[src/rtl/dispensador_bebidas.sv]
// -----------------------------------------------------------------------------
// dispensador_bebidas
// Actuator-side controller for the coffee machine. It decodes the 3-bit command
// bus driven by maquina_de_cafe and drives the powder valves, the water pump and
// the coin ejector with timed pulses. It also reports busy/done status back.
//
// Ports:
//   clk             system clock, rising edge
//   rst             asynchronous reset, active high
//   cmd[2:0]        command code (000 NADA, 001 CAFE, 010 TE, 011 CAFE+cambio,
//                   100 TE+cambio, 101 DEVOLVER, 110/111 reserved)
//   valvula_cafe    coffee powder valve
//   valvula_te      tea powder valve
//   bomba_agua      water pump
//   expulsor_moneda coin/change ejector
//   ocupado         high while a sequence runs (POLVO, AGUA, MONEDA)
//   listo           one-cycle pulse when a sequence completes
//   error_cmd       one-cycle pulse on a reserved code while armed in IDLE
//   conteo[7:0]     beverages-served counter
//
// Optional feature: define DISPENSADOR_CONTADOR_EN to enable the saturating
// beverages-served counter. Without it, conteo is tied to zero.
// -----------------------------------------------------------------------------
module dispensador_bebidas #(
    parameter int unsigned T_POLVO  = 4,
    parameter int unsigned T_AGUA   = 8,
    parameter int unsigned T_MONEDA = 2
) (
    input  logic       clk,
    input  logic       rst,
    input  logic [2:0] cmd,
    output logic       valvula_cafe,
    output logic       valvula_te,
    output logic       bomba_agua,
    output logic       expulsor_moneda,
    output logic       ocupado,
    output logic       listo,
    output logic       error_cmd,
    output logic [7:0] conteo
);

    typedef enum logic [2:0] {
        IDLE   = 3'd0,
        POLVO  = 3'd1,
        AGUA   = 3'd2,
        MONEDA = 3'd3,
        FIN    = 3'd4,
        ESPERA = 3'd5
    } estado_t;

    estado_t    estado;
    logic [7:0] timer;
    logic       armado;
    logic       cambio;

    // Sequencer. All actuators and status flags are registered here, so each
    // actuator switches on the same edge as the state it belongs to.
    always_ff @(posedge clk or posedge rst) begin
        if (rst) begin
            estado          <= IDLE;
            timer           <= 8'd0;
            armado          <= 1'b0;
            cambio          <= 1'b0;
            valvula_cafe    <= 1'b0;
            valvula_te      <= 1'b0;
            bomba_agua      <= 1'b0;
            expulsor_moneda <= 1'b0;
            ocupado         <= 1'b0;
            listo           <= 1'b0;
            error_cmd       <= 1'b0;
        end else begin
            listo     <= 1'b0;
            error_cmd <= 1'b0;

            // A NADA code re-arms on any edge; acceptance below clears it.
            if (cmd == 3'b000) begin
                armado <= 1'b1;
            end

            case (estado)
                IDLE: begin
                    if (armado) begin
                        case (cmd)
                            3'b001, 3'b010, 3'b011, 3'b100: begin
                                estado       <= POLVO;
                                timer        <= 8'(T_POLVO - 1);
                                valvula_cafe <= (cmd == 3'b001) || (cmd == 3'b011);
                                valvula_te   <= (cmd == 3'b010) || (cmd == 3'b100);
                                cambio       <= (cmd == 3'b011) || (cmd == 3'b100);
                                ocupado      <= 1'b1;
                                armado       <= 1'b0;
                            end
                            3'b101: begin
                                estado          <= MONEDA;
                                timer           <= 8'(T_MONEDA - 1);
                                expulsor_moneda <= 1'b1;
                                cambio          <= 1'b0;
                                ocupado         <= 1'b1;
                                armado          <= 1'b0;
                            end
                            3'b110, 3'b111: begin
                                error_cmd <= 1'b1;
                                armado    <= 1'b0;
                            end
                            default: ;
                        endcase
                    end
                end

                POLVO: begin
                    if (timer != 8'd0) begin
                        timer <= timer - 8'd1;
                    end else begin
                        // Valve off and pump on in the same edge: no gap, no overlap.
                        estado       <= AGUA;
                        timer        <= 8'(T_AGUA - 1);
                        valvula_cafe <= 1'b0;
                        valvula_te   <= 1'b0;
                        bomba_agua   <= 1'b1;
                    end
                end

                AGUA: begin
                    if (timer != 8'd0) begin
                        timer <= timer - 8'd1;
                    end else begin
                        bomba_agua <= 1'b0;
                        if (cambio) begin
                            estado          <= MONEDA;
                            timer           <= 8'(T_MONEDA - 1);
                            expulsor_moneda <= 1'b1;
                        end else begin
                            estado  <= FIN;
                            ocupado <= 1'b0;
                            listo   <= 1'b1;
                        end
                    end
                end

                MONEDA: begin
                    if (timer != 8'd0) begin
                        timer <= timer - 8'd1;
                    end else begin
                        estado          <= FIN;
                        expulsor_moneda <= 1'b0;
                        ocupado         <= 1'b0;
                        listo           <= 1'b1;
                    end
                end

                FIN: begin
                    estado <= ESPERA;
                end

                ESPERA: begin
                    if (cmd == 3'b000) begin
                        estado <= IDLE;
                    end
                end

                default: begin
                    estado <= IDLE;
                end
            endcase
        end
    end

`ifdef DISPENSADOR_CONTADOR_EN
    logic bebida;
    logic entra_fin_c;

    // The edge that moves the sequencer into FIN.
    assign entra_fin_c = ((estado == AGUA) && (timer == 8'd0) && !cambio) ||
                         ((estado == MONEDA) && (timer == 8'd0));

    // Remembers whether the running sequence served a drink (refunds don't count).
    always_ff @(posedge clk or posedge rst) begin
        if (rst) begin
            bebida <= 1'b0;
            conteo <= 8'd0;
        end else begin
            if ((estado == IDLE) && armado && (cmd >= 3'b001) && (cmd <= 3'b101)) begin
                bebida <= (cmd != 3'b101);
            end
            if (entra_fin_c && bebida && (conteo != 8'hFF)) begin
                conteo <= conteo + 8'd1;
            end
        end
    end
`else
    assign conteo = 8'd0;
`endif

endmodule

[config.mk]
export PLATFORM = sky130hd
export DESIGN_NAME = dispensador_bebidas
export DESIGN_NICKNAME = d
export VERILOG_FILES = /design/src/rtl/dispensador_bebidas.sv
export SDC_FILE = /design/constraint.sdc
export NUM_CORES = 1
export LEC_CHECK = 0
export ABC_AREA = 1
export CAP_MARGIN = 20
export CORE_MARGIN = 5
export CORE_UTILIZATION = 25
export DETAILED_ROUTE_END_ITERATION = 6
export PLACE_DENSITY = 0.44
export SLEW_MARGIN = 0
export SYNTH_ARGS = -nofsm -noshare
export SYNTH_HDL_FRONTEND = slang
export SYNTH_SLANG_ARGS = --single-unit
[constraint.sdc]
create_clock -name clk -period 4.1 [get_ports clk]
set_input_delay 1.23 -clock clk [delete_from_list [all_inputs] [get_ports clk]]
set_output_delay 1.23 -clock clk [all_outputs]
set_load 0.01 [all_outputs]
======== Word-level counts from Yosys, hierarchy flattened ========
Index checks and enable logic that the tools add are counted.
W data, S select, Z words.
word-level totals
  logic and storage cells ................. 105
  register bits ........................... 20
  input port bits ......................... 5
  output and inout port bits .............. 15
operators by class
  equality and inequality tests ........... 25
  muxes and demuxes ....................... 46
  reduce and logical (&&, ||, !) cells .... 22
  add/sub/neg operators ................... 1
operator list
  operator               number
  $mux W8                5
  $pmux W8 S4            1
  $mux W1                24
  $eq A3 B3 Y1 const B   6
  $mux W3                6
  $ne A2 B2 Y1 const B   9
  $pmux W3 S6            1
  $reduce_and A6 Y1      3
  $pmux W8 S2            1
  $eq A3 B2 Y1 const B   4
  $pmux W1 S2            5
  $reduce_bool A8 Y1     1
  $sub A8 B1 Y8 const B  1
  $reduce_or A7 Y1       1
  $eq A3 B1 Y1 const B   2
  $logic_not A3 Y1       2
  $pmux W1 S3            2
  $pmux W3 S2            1
  $reduce_and A3 Y1      2
  $reduce_bool A2 Y1     3
  $reduce_and A5 Y1      1
  $reduce_or A5 Y1       1
  $ne A2 B1 Y1 const B   2
  $reduce_and A4 Y1      1
  other kinds (7)        9

======== Depth between registers and ports, before layout ========
  depth after elaboration ................. 5
  mapped depth ............................ 11
  gate-level depth less buffers ........... 11

======== Least setup slack after synthesis ========
Ideal clock, no wire load.
  path kind ............................... in2reg
  start point ............................. in cmd[2]
  end point ............................... reg timer[7]
  path slack .............................. 1,990 ps
  stages .................................. 9
  data required time ...................... 3,983 ps
  library setup time ...................... 117 ps
  buffers on the path ..................... 0
  data arrival time ....................... 1,992 ps
  cells stage by stage .................... inv_1 -> nand3_1 -> nand2_1 -> nor2_2 -> nand2_4 -> nand2_4 -> inv_2 -> nand3_1 -> nand2_1
between the ends
  word-level cells in the longest chain between the ends .. 4
  elaborated cells on any way between the ends .. 8
  classes of those cells .................. eq/ne: 6; reduce/logical: 2
ends and longest elaborated chain
  what                                        RTL line  source
  start, declared                             31        input logic [2:0] cmd,
  $eq A3 B1 Y1, or another cell as far along  83        case (cmd)
  $reduce_or A4 Y1                            83
  $ne A3 B1 Y1 (no line) *                    --
  $reduce_and A5 Y1 (no line) *               --
  end signal, assigned                        86        timer <= 8'(T_POLVO - 1);
  end signal, assigned                        95        timer <= 8'(T_MONEDA - 1);
  end signal, assigned                        112       timer <= timer - 8'd1;
  end, declared                               52        logic [7:0] timer;
Every way passes the cells marked *; elsewhere a longest branch is shown, timed or not.
A chain may end at the register's enable or synchronous reset.

======== Worst setup path after layout ========
  start point ............................. in cmd[2]
  end point ............................... reg timer[6]
The elaborated chain is that of the path after synthesis.

==> summary.txt <==
Die
  – Site Rows: 27
  – Top Ports: 20
  – Chip Width: 84.3 um
  – Starting Density: 25.4%
  – Die height: 84.3 um
  – Core area: 0.00544 mm^2
  – Die area: 0.00710 mm^2

Place
  – Post-Place Cells: 286
  – DP HPWL: 2590 um
  – Setup Slack @ Placement: 1.30 ns
  – Routability cong.: 0.803
  – IO Port Bufs: 11

Synth
  – Post-Synthesis Cells: 204
  – Largest cells by area after synthesis: dfrtp_1 (36%), nand2_1 (18%), inv_1 (6.8%), nand3_1 (6.5%), nor2_1 (5.7%)
  – Mapped Area: 0.00138 mm^2
  – Avg Inst Size Synth: 6.76 um^2
  – Netlist cell types: 26
  – Top-area cell type share of the netlist area: 36.3%
  – YS warnings: 0
  – Count of state elements after synthesis: 20
  – Post-synth top area cell: dfrtp_1
  – Post-synthesis sequential area ratio: 36.3%

Clocking
  – H-tree level count: 1
  – CTS resizes: 0
  – Setup Buffers After CTS: 0
  – CTS tree: yes
  – CTS sink cnt: 20
  – CTS root buffer: clkbuf_8
  – CTS Buf Count: 3
  – Post-CTS Hold Fix Bufs: 0
  – Clk Latency, worst-skew pair: 0.27 ns
  – Clock buffer depth: 2
  – Reg clk slew, reported paths: 0.08 ns

Critical path
  – Critical Path End Type: register
  – Max FO, Critical Path: 9
  – Startpoint types: input pin
  – Required time of the critical path: 4.26 ns
  – CP Data Arrival Time: 2.68 ns
  – Crit Path Category: in2reg

Global route
  – Gr ovfl total: 0
  – Vias in the first global route: 1286
  – Antenna violations before repair: 0
  – Pin count of the biggest net entering global routing: 21
  – Gr usage total: 9.90%
  – Global-route wire length before repair: 5800 um

Cells and area
  – Util after Layout: 29.7%
  – Synthesis-to-finish area growth: 17.2%
  – Ant diodes: 0
  – Layout cell share with drive strength beyond 1: 10.6%
  – Nets@finish: 225
  – Post-Layout Cell Count: 290

Job
  – Max Cap Viol: 0

Detailed routing
  – WL/cell: 11.3 um
  – Via count: 1232
  – Drt via density: 4.25
  – Initial DRC Count: 61
  – Routed Antenna Nets: 0
  – Post-Route WL: 3280 um
  – Drt drc: 0
  – TritonRoute pass-1 iters: 4

Power and ir drop
  – Peak supply drop: 0.000215 V
  – PwrDens: 772 mW/mm^2
  – Lkg Pwr: 0.000842 uW

STA
  – WHS: 0.491 ns
  – Hold Vio Cnt, Final: 0
  – Worst-margin pin slew: 0.812 ns
  – Period utilization: 61.4%
  – RSZ-0062 raised after global routing: no
  – Fmax: 0.397 GHz
  – Setup ws final: 1.58 ns
  – Setup-failing EPs final: 0
  – Slew Viols, Final: 0
  – Worst slew margin: 45.8%
  – Clk_skew: 0.00130 ns
  – Sum of negative setup slack: 0 ns
  – Tmin final: 2.52 ns

Worst hold path
  – Tightest Hold Check Type: reg2reg

Status
  – Status: completed
## cells in the mapped netlist
cell type / n
conb_1: 1
o21ai_0: 3
nor4_1: 1
a21oi_2: 1
nand3_2: 1
nand4_1: 4
buf_4: 8
nor3_1: 1
nand2_1: 65
nor2_1: 21
dfrtp_1: 20
ha_1: 1
inv_2: 6
inv_1: 25
o22ai_1: 1
o211ai_1: 1
nand2_4: 2
o21ai_1: 10
nor2_4: 2
a21oi_4: 1
a21oi_1: 3
xor2_1: 2
nor3_2: 2
nor2_2: 3
nand2_2: 1
nand3_1: 18
## per-layer routing
layer	routed length, um	vias up	track usage (%)
li1	-	651	-
met1	1530	559	12.1
met2	1570	18	17.4
met3	144	4	1.96
met4	42	0	2.92
met5	0	-	0
## where the power goes
group	switching, uW	internal [uW]	total, uW
logic	452	251	703
clock network	74.5	131	205
registers	70.1	270	340
## critical path, cell delays in order
cell and delay, ns:
clkdlybuf4s50_1 0.52, inv_1 0.11, nand3_1 0.10, nand2_1 0.08, nor2_2 0.20, nand2_4 0.12
nand2_4 0.14, inv_2 0.07, nand2_1 0.06, nand2_1 0.05
## path summary, 6_finish.rpt
path / endpoint / cells past startpoint / startpoint / slack (ns)
worst min register to register: ocupado / 2 / ocupado / 0.49
min in group asynchronous: valvula_te / 2 / rst / 1.41
worst min-delay path: ocupado / 2 / ocupado / 0.49
worst max-delay path: timer[6] / 10 / cmd[2] / 1.58
max in group asynchronous: estado[1] / 2 / rst / 2.18
worst max register to register: estado[0] / 9 / timer[0] / 2.32
## metrics by stage
step                      total power, uW  area [um^2]
after floorplan                       861         1410
after global routing                 1380         1620
after detailed placement             1050         1550
after CTS                            1270         1620
final                                1250         1620
after global placement               1060         1550
## cell type report
type	instances	area (um^2)
clock inverter	1	30.0
fill	616	3820
sequential	20	500
timing repair buffer	11	110
clock buffer	3	41.3
tap	72	90.1
inverter	31	116
multi-input combinational	152	728
## state kept, by name, summed over array words and instances (netlist names)
name,flops
armado,1
bomba_agua,1
cambio,1
error_cmd,1
estado,3
expulsor_moneda,1
listo,1
ocupado,1
timer,8
valvula_cafe,1
valvula_te,1
## logic make-up after synthesis
kind of cell | Yosys count | share of synthesized area, %
simple gates | 121 | 39.8
other cells | 1 | 0.272
flops | 20 | 36.3
fa+ha+maj | 1 | 0.907
buf+inv | 39 | 12.8
compound gates | 20 | 8.62
xor+xnor | 2 | 1.27
## cell usage in the layout (no fill, tap or decap)
cell             synthesis  routed
clkbuf_8                 0       3
inv_1                   25      25
o21ai_1                 10      10
nand2_4                  2       2
nor2_2                   3       3
nand4_1                  4       4
nand2_2                  1       1
nand3_1                 18      18
conb_1                   1       8
nor4_1                   1       1
bufinv_16                0       1
a21oi_1                  3       3
a21oi_2                  1       1
o211ai_1                 1       1
o22ai_1                  1       1
nor2_1                  21      21
xor2_1                   2       2
clkdlybuf4s50_1          0      11
inv_2                    6       6
a21oi_4                  1       1
o21ai_0                  3       3
nor3_1                   1       1
nand2_1                 65      65
nand3_2                  1       1
nor2_4                   2       2
ha_1                     1       1
dfrtp_1                 20      20
nor3_2                   2       2
(Power assumes the default switching activity.)
